--- src/rtl/led_matrix_pkg.sv ---
// Shared sizes, frame type and scan-phase encoding for the LED matrix back end.
package led_matrix_pkg;

   localparam int NUM_ROWS = 16;
   localparam int NUM_COLS = 16;

   typedef logic [NUM_ROWS-1:0][NUM_COLS-1:0] frame_t;

   typedef enum logic {
      BLANK = 1'b0,
      ON    = 1'b1
   } scan_state_e;

endpackage

--- src/rtl/scan_timer.sv ---
// Row scan sequencer: alternates a dark gap and a lit dwell per row, walking rows 0..15.
module scan_timer
   import led_matrix_pkg::*;
#(
   parameter int CLKS_PER_ROW = 8,
   parameter int BLANK_CLKS   = 2
) (
   input  logic       clk_i,
   input  logic       reset_i,
   input  logic       en_i,
   output logic [3:0] row_o,
   output logic       on_o,
   output logic       cap_o
);

   localparam int MAXD = (CLKS_PER_ROW > BLANK_CLKS) ? CLKS_PER_ROW : BLANK_CLKS;
   localparam int DW   = $clog2(MAXD + 1);
   localparam logic [DW-1:0] BLANK_LAST = DW'(BLANK_CLKS - 1);
   localparam logic [DW-1:0] ON_LAST    = DW'(CLKS_PER_ROW - 1);

   scan_state_e   state_q;
   logic [3:0]    row_q;
   logic [DW-1:0] dwell_q;

   // Dropping en parks the scan at the start of row 0's blank so a re-enable starts a clean frame.
   always_ff @(posedge clk_i) begin
      if (reset_i || !en_i) begin
         state_q <= BLANK;
         row_q   <= '0;
         dwell_q <= '0;
      end else begin
         case (state_q)
            BLANK: begin
               if (dwell_q == BLANK_LAST) begin
                  state_q <= ON;
                  dwell_q <= '0;
               end else begin
                  dwell_q <= dwell_q + DW'(1);
               end
            end
            ON: begin
               if (dwell_q == ON_LAST) begin
                  state_q <= BLANK;
                  row_q   <= row_q + 4'd1;
                  dwell_q <= '0;
               end else begin
                  dwell_q <= dwell_q + DW'(1);
               end
            end
            default: state_q <= BLANK;
         endcase
      end
   end

   assign row_o = row_q;
   assign on_o  = (state_q == ON);
   assign cap_o = (state_q == BLANK) && (row_q == 4'd0) && (dwell_q == BLANK_LAST);

endmodule

--- src/rtl/led_matrix_driver.sv ---
// Row-multiplexed LED board driver with a per-frame shadow copy of the controller's pixels.
module led_matrix_driver
   import led_matrix_pkg::*;
#(
   parameter int CLKS_PER_ROW = 8,
   parameter int BLANK_CLKS   = 2
) (
   input  logic               clk,
   input  logic               reset,
   input  logic               en,
   input  logic [15:0][15:0]  RedPixels,
   input  logic [15:0][15:0]  GrnPixels,
   output logic [15:0]        RowSel,
   output logic [15:0]        RedCols,
   output logic [15:0]        GrnCols,
   output logic               FrameStart
);

   frame_t     red_q;
   frame_t     grn_q;
   logic [3:0] row;
   logic       on;
   logic       cap;

   scan_timer #(
      .CLKS_PER_ROW (CLKS_PER_ROW),
      .BLANK_CLKS   (BLANK_CLKS)
   ) u_timer (
      .clk_i   (clk),
      .reset_i (reset),
      .en_i    (en),
      .row_o   (row),
      .on_o    (on),
      .cap_o   (cap)
   );

   // Whole-frame snapshot taken once per frame, so controller updates never tear a scan.
   always_ff @(posedge clk) begin
      if (reset) begin
         red_q <= '0;
         grn_q <= '0;
      end else if (en && cap) begin
         red_q <= RedPixels;
         grn_q <= GrnPixels;
      end
   end

   always_comb begin
      RowSel  = '0;
      RedCols = '0;
      GrnCols = '0;
      if (on) begin
         RowSel[row] = 1'b1;
         RedCols     = red_q[row];
         GrnCols     = grn_q[row];
      end
   end

   assign FrameStart = cap;

endmodule

--- config.mk ---
export PLATFORM = sky130hd
export DESIGN_NAME = led_matrix_driver
export DESIGN_NICKNAME = d
export VERILOG_FILES = /design/src/rtl/led_matrix_pkg.sv /design/src/rtl/scan_timer.sv /design/src/rtl/led_matrix_driver.sv
export SDC_FILE = /design/constraint.sdc
export NUM_CORES = 1
export LEC_CHECK = 0
export ABC_AREA = 1
export CORE_MARGIN = 8
export CORE_UTILIZATION = 35
export DETAILED_ROUTE_END_ITERATION = 8
export GPL_TIMING_DRIVEN = 0
export HOLD_SLACK_MARGIN = 0.1
export MAX_ROUTING_LAYER = met4
export PLACE_DENSITY = 0.64
export SYNTH_ARGS = -nofsm -noshare
export SYNTH_HDL_FRONTEND = slang
export SYNTH_SLANG_ARGS = --single-unit
--- constraint.sdc ---
create_clock -name clk -period 3 [get_ports clk]
set_input_delay 0.6 -clock clk [delete_from_list [all_inputs] [get_ports clk]]
set_output_delay 0.6 -clock clk [all_outputs]
set_load 0.05 [all_outputs]
==> results of run 1 <==
-- worst paths after layout --
kind | end | slack (ns) | cells past startpoint
setup reg to reg | red_q[116] | 0.12 | 13
hold reg to reg | grn_q[10] | 0.46 | 2
setup / recovery | RedCols[13] | -0.07 | 10
hold / removal | grn_q[10] | 0.46 | 2
-- flip-flops by register name, indices dropped and copies added (netlist names) --
register         cells
u_timer.dwell_q      4
u_timer.row_o        4
u_timer.on_o         1
grn_q              256
red_q              256
-- power groups by stage --
stage / registers [uW] / logic [uW] / clock network, uW
5_1_grt: 7260 / 2160 / 7580
4_1_cts: 7240 / 1980 / 7310
2_1_floorplan: 7360 / 832 / 0
6_report: 7250 / 2020 / 7220
3_5_place_dp: 7390 / 1940 / 0
3_3_place_gp: 7390 / 1930 / 0
-- timing repair --
| action | in CTS | in global routing |
|---|---|---|
| endpoints found under the setup margin | 561 | 508 |
| gates resized for setup | 729 | 236 |
| pin swaps | 76 | 60 |
| cloned | 4 | 3 |
| setup buffers | 7 | 6 |
| hold buffers | 0 | 0 |
-- worst register-to-register path: cells and delay by family (launching register included) --
kind,cells,cell delay [ns]
adder cells (fa/ha/maj),1,0.16
AND/OR/NAND/NOR,4,0.70
AO/OA/AOI/OAI,1,0.06
buffers and inverters,7,1.47
flip-flops,1,0.35
-- metrics by stage --
stage | util | area, um2 | hold slack [ns] | setup WS, ns | TNS (ns)
final | 0.5037 | 36810 | 0.4602 | -0.07211 | -0.3161
after global routing | 0.5036 | 36810 | 0.4687 | -0.1088 | -2.023
after CTS | 0.4927 | 36010 | 0.4613 | -0.1385 | -3.380
after detailed placement | 0.4473 | 32690 | 0.4524 | -1.743 | -502.14
after global placement | 0.4473 | 32690 | 0.4492 | -1.661 | -494.92
after floorplan | - | 25880 | 0.4334 | 0.2487 | 0
-- area by class of cell --
cell class	instances	share of cell area
clock inverter	18	0.005541
buffer	326	0.05775
antenna	9	0.0006118
sequential	521	0.2836
timing repair buffer	580	0.1588
multi-input combinational	2750	0.3607
tap	959	0.03260
inverter	527	0.05422
clock buffer	86	0.04613
-- cells by family (layout without fill, tap and decap cells) --
logic type | count (synthesis) | after routing | synth area share
DFF | 521 | 521 | 0.4031
xor gates and xnor gates | 2 | 2 | 0.0006771
AOI/OAI and AO/OA | 519 | 519 | 0.1004
buffers and inverters | 854 | 1537 | 0.1317
other | 0 | 9 | 0
and+or+nand+nor | 2223 | 2223 | 0.3613
adders and majority gates | 6 | 6 | 0.002901
-- layer usage --
layer	share of wire	vias to the layer above	GRT usage
met5	0	-	-
met4	0.039	0	0.09668
met3	0.065	208	0.04155
met2	0.47	983	0.4738
met1	0.42	13430	0.3485
li1	-	14270	-
-- cell usage in the layout, fill, tap and decap left out, drive strengths merged --
cell and n:
clkinvlp 1, xor2 2, ha 6, o21ai 2, a21oi 516, dfxtp 521
a31oi 1, nor3b 1, nand2 1358, nor2 90, clkbuf 244, clkdlybuf4s15 1
clkdlybuf4s18 1, nand3 772, clkinv 11, clkdlybuf4s50 512, bufinv 4, inv 529
dlygate4sd2 1, diode 9, nor3 2, buf 233
==> results.yml, run 1 <==
power:
  comb_power_share: 0.122
  peakVddDrop_v: 0.0004224
  p_sw_uw: 4172
  power_density_mw_per_mm2: 447.9
  power.total_uw: 16490
  p_seq_frac: 0.439
  p_int_uw: 12310
  p_leak_uw: 0.01432
  p_clk_frac: 0.438
  p_sw_frac: 0.2531
global_routing:
  grt.total_usage: 0.2834
  grt_pass1_vias: 28010
  grt_pass1_wl_um: 171700
  overflow: 0
  antenna_found_initial: 8
  grt_max_degree: 15
logic_synthesis:
  avgSynthCellArea_um2: 6.273
  synth_commonest_cells: "1357 x nand2_1, 771 x nand3_1, 526 x inv_1"
  ys_ff_latch: 521
  ys.flop_type: "dfxtp_1"
  seq_area_frac_synth: 0.4031
  synthMostInstantiatedCell: "nand2_1"
  yosysTopAreaCell: "dfxtp_1"
  syn_nets: 4646
  netlist_instances: 4125
  synth_top_area_frac: 0.4031
  async_reset_ff_frac: 0
  yosysUniqueCellTypes: 21
  synth_edf_count: 0
  yosysWarnings: 0
  synth_area_mm2: 0.02588
  synth.area.top_cells: "dfxtp_1 40%, nand2_1 20%, nand3_1 15%, a21oi_1 10%, inv_1 7.6%"
die:
  die_w_um: 287.9
  ios: 564
  initial_core_util: 0.3541
  dieArea_mm2: 0.08289
  die_y_um: 287.9
  core-area_mm2: 0.07308
  core.rowCount: 99
worst_setup_path:
  worst_path_max_delay_cell: "dfxtp_4"
  worstPathCellList: "inv_6, clkbuf_16, clkbuf_16, nand3_1, nand2_2, nand2_1, nand2_2, nor2_1, nor2_2, buf_6"
  endpoint_kind: "output port"
  startpoint_type: "register"
  required_ns: 2.40
  path_max_fanout: 10
  worstPathArrival_ns: 2.47
  startpoint: "u_timer.row_o[1]"
  critical_path_class: "reg -> out"
  critPathBufInv: 4
  slowest_delay_ns: 0.40
  r2r-start: "u_timer.row_o[0]"
  critPathTopFamily: "simple AND/OR/NAND/NOR gates"
clock_tree:
  clock_latency_ns: 0.62
  cts_buffer_depth: 3
  h-tree-depth: 2
  clock-sinks: 521
  tritoncts: "done"
  clk_pin_slew_ns: 0.06
  cts-root-buf: "clkbuf_16"
  cts_buffers: 57
route:
  antenna_left: 0
  firstDrtPassIters: 6
  finalWirelength_um: 120900
  drt_iter0_drc: 2103
  vias_per_cell: 5.002
  via_count: 28890
  routedWlPerCell_um: 20.93
  drc: 0
timing:
  period_minus_slack_ns: 3.072
  fin_ws_ns: -0.07211
  post-route-period-util: 1.024
  fmax_ghz: 0.3255
  setup_violations: 16
  rsz0062_at_grt: "true"
  worst_slew_pin_slew_ns: 1.228
  hold_viol: 0
  slew_violations: 0
  slew-limit-headroom: 0.1815
  skew_ns: 0.01519
min_path:
  min_from: "grn_q[10]"
  hold_class: "reg -> reg"
place:
  dp.cells: 5645
  post-dp-hpwl_um: 94640
  place_congestion: 0.9646
  portBuffers: 561
status:
  status: "finished, violations left"
  violations: "setup timing"
flow_run:
  maxCapViolations: 0
layout:
  fin_nets: 5284
  multi_input_area_mm2: 0.01328
  area_delta_synth_final_pct: 42.25
  drive_gt1_frac: 0.1344
  fillerInstances: 7593
  layoutNonFillerInstCount: 5776
  ff_latch_area_mm2: 0.01044
Note: power is estimated with default switching activity, not from simulation.
==> run 2: changes to the inputs <==
--- a/config.mk
+++ b/config.mk
@@ -11,7 +11,6 @@
 export DETAILED_ROUTE_END_ITERATION = 8
 export GPL_TIMING_DRIVEN = 0
 export HOLD_SLACK_MARGIN = 0.1
-export MAX_ROUTING_LAYER = met4
 export PLACE_DENSITY = 0.64
 export SYNTH_ARGS = -nofsm -noshare
 export SYNTH_HDL_FRONTEND = slang
==> run 2 against run 1 <==
Against the previous run: the flow still finishes with violations (setup timing); utilization up 0.64 points; non-clock buffer count up 8; first-iteration DRC count up 5.3%; highest routed layer is now met5.
==> results.yml, run 2 (same netlist as run 1, synthesis figures left out) <==
clock_tree:
  tritoncts: "done"
  cts_buffers: 58
  clock-sinks: 521
  postCtsHoldBufs: 0
  h-tree-depth: 2
  cts_buffer_depth: 3
  clock_latency_ns: 0.63
  cts-root-buf: "clkbuf_16"
  clk_pin_slew_ns: 0.07
worst_setup_path:
  endpoint_kind: "output port"
  crit_top_cell: "nand2_1"
  startpoint_type: "register"
  critPathTopFamily: "simple AND/OR/NAND/NOR gates"
  slowest_delay_ns: 0.50
  path_max_fanout: 10
  worst_path_max_delay_cell: "dfxtp_4"
  critPathBufInv: 4
  worstPathArrival_ns: 2.51
  r2r-start: "u_timer.row_o[1]"
  worstPathCellList: "inv_12, clkbuf_16, buf_8, nand2_1, nand3_1, nand2_2, nand2_1, nand2_1, nor2_1, nor2_2, buf_6"
  critical_path_class: "reg -> out"
  required_ns: 2.40
  startpoint: "u_timer.row_o[0]"
layout:
  reg_top3: "grn_q x256, red_q x256"
  fin_nets: 5293
  layout_commonest_cell: "nand2_1"
  drive_gt1_frac: 0.1488
  final_cell_mix: "1155 x nand2_1, 690 x nand3_1, 524 x inv_1"
  layoutNonFillerInstCount: 5784
  area_delta_synth_final_pct: 44.06
  fillerInstances: 7566
route:
  antenna_left: 0
  drt_iter0_drc: 2215
  drc: 0
  routedWlPerCell_um: 21.11
  via_count: 29030
  vias_per_cell: 5.019
  finalWirelength_um: 122100
  firstDrtPassIters: 7
global_routing:
  overflow: 0
  antenna_found_initial: 8
  grt_pass1_wl_um: 173000
  grt_max_degree: 15
  grt_pass1_vias: 28340
  grt.total_usage: 0.2775
timing:
  worst_slew_pin_slew_ns: 1.231
  skew_ns: 0.02323
  fin_ws_ns: -0.1138
  setup_violations: 27
  hold_viol: 0
  rsz0062_at_grt: "true"
  slew_violations: 0
  period_minus_slack_ns: 3.114
  fmax_ghz: 0.3212
  slew-limit-headroom: 0.1791
  post-route-period-util: 1.038
die:
  ios: 564
  die_w_um: 287.9
  core.rowCount: 99
  initial_core_util: 0.3541
  dieArea_mm2: 0.08289
  core-area_mm2: 0.07308
  die_y_um: 287.9
min_path:
  min_from: "grn_q[216]"
  hold_class: "reg -> reg"
status:
  status: "finished, violations left"
  violations: "setup timing"
power:
  power_density_mw_per_mm2: 448.7
  power.total_uw: 16720
  p_leak_uw: 0.01436
  peakVddDrop_v: 0.0004083
place:
  dp.cells: 5645
  portBuffers: 561
  post-dp-hpwl_um: 94550
  place_congestion: 0.9946
flow_run:
  maxCapViolations: 0
==> run 2: power breakdown <==
part | total (uW) | switching [uW] | internal [uW]
clock network | 7460 | 3060 | 4390
logic | 2020 | 1070 | 953
registers | 7240 | 114 | 7130
total | 16700 | 4250 | 12500
==> run 2: metrics by stage <==
step	hold WS [ns]	setup slack [ns]	cell area, um2	utilization	TNS [ns]
6_report	0.4585	-0.1138	37280	0.5101	-1.089
5_1_grt	0.4684	-0.1544	37270	0.5099	-3.266
4_1_cts	0.4609	-0.1807	36400	0.4980	-3.195
3_5_place_dp	0.4519	-1.617	32690	0.4473	-511.62
3_3_place_gp	0.4486	-1.600	32690	0.4473	-510.60
2_1_floorplan	0.4334	0.2487	25880	-	0
==> run 2: layout make-up <==
cell class	count	area, um2	area share
antenna	6	15.01	0.0004028
buffer	326	2188	0.05871
clock buffer	83	1677	0.04498
clock inverter	24	291.5	0.007821
inverter	527	1993	0.05347
multi-input combinational	2750	13440	0.3606
sequential	521	10440	0.2801
tap	959	1200	0.03219
timing repair buffer	588	6031	0.1618
==> run 2: final timing paths <==
check                             endpoint  slack (ns)  cells past startpoint
worst min-delay path            grn_q[216]        0.46                      2
worst min register to register  grn_q[216]        0.46                      2
worst max-delay path            GrnCols[7]       -0.11                     11
worst max register to register  red_q[113]        0.07                     12
==> run 2: worst register-to-register path: cells and delay by family, from the launching register on <==
family,cells,cell delay [ns]
compound gates,1,0.06
simple gates,4,0.72
flops,1,0.40
buf+inv,6,1.39
fa+ha+maj,1,0.22
==> run 2: routing by layer <==
layer  part of all wire  vias to the layer above  GRT usage
met5            0.00057                        -          0
li1                   -                    14260          -
met2               0.47                     1052     0.4749
met1               0.41                    13480     0.3451
met3              0.075                      228    0.05109
met4              0.040                       10     0.1044
==> run 2: what timing repair did <==
item                                    4_1_cts  5_1_grt
endpoints found under the setup margin      561      125
resized for setup                           772      247
pin swaps                                   107       97
setup buffers                                12        3
gates cloned                                 10        2
==> run 3: changes to the inputs <==
--- a/config.mk
+++ b/config.mk
@@ -6,12 +6,14 @@
 export NUM_CORES = 1
 export LEC_CHECK = 0
 export ABC_AREA = 1
+export CELL_PAD_IN_SITES_DETAIL_PLACEMENT = 1
+export CELL_PAD_IN_SITES_GLOBAL_PLACEMENT = 2
 export CORE_MARGIN = 8
-export CORE_UTILIZATION = 35
+export CORE_UTILIZATION = 27
 export DETAILED_ROUTE_END_ITERATION = 8
 export GPL_TIMING_DRIVEN = 0
 export HOLD_SLACK_MARGIN = 0.1
-export PLACE_DENSITY = 0.64
+export PLACE_DENSITY_LB_ADDON = 0.1
 export SYNTH_ARGS = -nofsm -noshare
 export SYNTH_HDL_FRONTEND = slang
 export SYNTH_SLANG_ARGS = --single-unit
==> run 3 against run 2 <==
Against the previous run: the flow still finishes with violations (setup timing); power increased by 2.2%; sequential cell count unchanged; clock-buffer cell count up 16; critical path type unchanged; combinational power rose by 3%; non-clock buffer count is 8 lower; highest routed layer unchanged; global-route usage shrank 2.9 points; sequential power barely moved; utilization down 11 points; sequential share of layout area down 0.42 points; final cell count up 5.2%; first-iteration DRC count decreased by 35%; routed wire length rose by 13%.
==> results.yml, run 3 (same netlist as run 1, synthesis figures left out) <==
status:
  status: "finished, violations left"
  violations: "setup timing"
worst_setup_path:
  startpoint: "u_timer.row_o[0]"
  worstPathArrival_ns: 2.46
  path_max_fanout: 8
  critical_path_class: "reg -> out"
  endpoint: "GrnCols[13]"
  startpoint_type: "register"
  r2r_slack_ns: 0.10
  r2r-start: "u_timer.row_o[1]"
  r2r_end: "red_q[126]"
  required_ns: 2.40
  endpoint_kind: "output port"
  r2r.worst_path.cells: 12
power:
  p_sw_frac: 0.2649
  peakVddDrop_v: 0.0002801
  comb_power_share: 0.122
  p_seq_frac: 0.424
  power_density_mw_per_mm2: 451.7
  p_sw_uw: 4528
  p_int_uw: 12560
  p_clk_frac: 0.453
  p_leak_uw: 0.01444
place:
  place_congestion: 0.8726
  dpl_cell_area_mm2: 0.03307
  post-dp-hpwl_um: 110000
  portBuffers: 561
  dp.cells: 5951
route:
  finalWirelength_um: 137700
  drt_iter0_drc: 1446
  firstDrtPassIters: 5
  antenna_left: 0
  via_count: 28680
  routedWlPerCell_um: 22.63
  drc: 0
  vias_per_cell: 4.713
global_routing:
  antenna_found_initial: 6
  grt_pass1_wl_um: 199000
  grt_max_degree: 12
  grt.total_usage: 0.2485
  grt_use_met1: 0.3107
  grt_use_met3: 0.03720
  met2_usage: 0.4446
  overflow: 0
  grt_pass1_vias: 30350
  gr-max-usage-layer: "met2"
timing:
  slew-limit-headroom: 0.1066
  rsz0062_at_grt: "true"
  fin_hold_ws_ns: 0.4593
  slew_violations: 0
  hold_viol: 0
  fmax_ghz: 0.3269
  skew_ns: 0.01640
  setup_violations: 23
  fin_ws_ns: -0.05878
  period_minus_slack_ns: 3.059
  worst_slew_pin_slew_ns: 1.340
  post-route-period-util: 1.020
layout:
  final_cell_mix: "1141 x nand2_1, 692 x nand3_1, 525 x inv_1"
  final_area_mm2: 0.03784
  reg_top3: "grn_q x256, red_q x256"
  fillerInstances: 12030
  fin_nets: 5294
  area_delta_synth_final_pct: 46.24
  layout_commonest_cell: "nand2_1"
  drive_gt1_frac: 0.1460
  layoutNonFillerInstCount: 6084
die:
  dieArea_mm2: 0.1060
  initial_core_util: 0.2723
  core-area_mm2: 0.09501
  die_y_um: 325.6
  die_w_um: 325.6
  core.rowCount: 113
  ios: 564
clock_tree:
  h-tree-depth: 3
  clock_latency_ns: 0.61
  postCtsHoldBufs: 0
  cts_buffers: 67
  cts-root-buf: "clkbuf_16"
  tritoncts: "done"
  clk_pin_slew_ns: 0.06
  cts_buffer_depth: 3
  clock-sinks: 521
min_path:
  hold_class: "reg -> reg"
flow_run:
  maxCapViolations: 0
-- run 3: changes by cell type in the layout (fill, tap and decap cells not counted), moves of 6 or more --
cell / before / now
nand2_1: 1155 / 1141
nor2_1: 40 / 57
nand3_2: 77 / 63
buf_8: 23 / 31
nand2_2: 160 / 147
nand3_4: 5 / 17
bufinv_16: 6 / 0
clkinv_2: 12 / 5
nor2_2: 25 / 8
buf_2: 104 / 98
nand2_4: 43 / 70
-- run 3: per-stage QoR --
step           utilization  TNS, ns  total power [uW]  worst slack (ns)
2_1_floorplan            -        0              8193            0.2487
4_1_cts             0.3922   -3.780             17270           -0.1452
3_5_place_dp        0.3481  -635.26              9427            -2.215
5_1_grt             0.3982   -2.675             17700           -0.1198
3_3_place_gp        0.3481  -617.57              9406            -2.229
6_report            0.3983  -0.4989             17090          -0.05878
-- run 3: final cells by class --
cell class	instances	area (um2)	area share
tap	1265	1583	0.04183
sequential	521	10440	0.2759
timing repair buffer	580	5967	0.1577
clock buffer	99	1937	0.05119
clock inverter	13	108.9	0.002877
buffer	326	2158	0.05704
multi-input combinational	2750	13650	0.3607
inverter	527	1991	0.05261
antenna	3	7.507	0.0001984
-- run 3: power groups by stage --
stage               registers (uW)  logic, uW  clock network (uW)
floorplan                     7360        832                   0
global placement              7400       2000                   0
detailed placement            7400       2020                   0
CTS                           7250       2090                7930
global route                  7270       2270                8160
finish                        7250       2090                7750
-- run 3: how the worst min path moves through the flow --
stage,depth (start not counted),start,slack (ns),to
2_1_floorplan,1,u_timer.dwell_q[0],0.43,u_timer.dwell_q[0]
3_3_place_gp,2,grn_q[49],0.45,grn_q[49]
3_5_place_dp,2,red_q[155],0.45,red_q[155]
4_1_cts,2,red_q[155],0.46,red_q[155]
5_1_grt,2,grn_q[232],0.48,grn_q[232]
6_report,2,grn_q[232],0.46,grn_q[232]
-- run 3: repair_timing --
| item | 4_1_cts | 5_1_grt |
|---|---|---|
| setup buffers | 10 | 2 |
| gates resized for setup | 873 | 202 |
| gates cloned | 8 | 0 |
| pin swaps | 113 | 72 |
| endpoints found under the hold margin | 0 | 0 |
| setup endpoints to repair | 561 | 83 |
-- run 3: per-layer routing --
layer  vias to the layer above  part of all wire  routed length [um]
met5                         -           0.00020                  27
met4                         4             0.027                3708
met3                       145             0.040                5547
met2                       559              0.50               68240
met1                     13710              0.44               60160
li1                      14260                 -                   -
-- run 3: worst max-delay path: stages (launching register included) --
cell	delay, ns
dfxtp_4	0.37
buf_12	0.15
inv_12	0.06
clkbuf_16	0.21
buf_8	0.16
nand2_1	0.07
nand3_2	0.09
nand2_2	0.11
nand2_2	0.08
nand2_4	0.12
nor2_1	0.06
nor2_2	0.16
buf_6	0.19
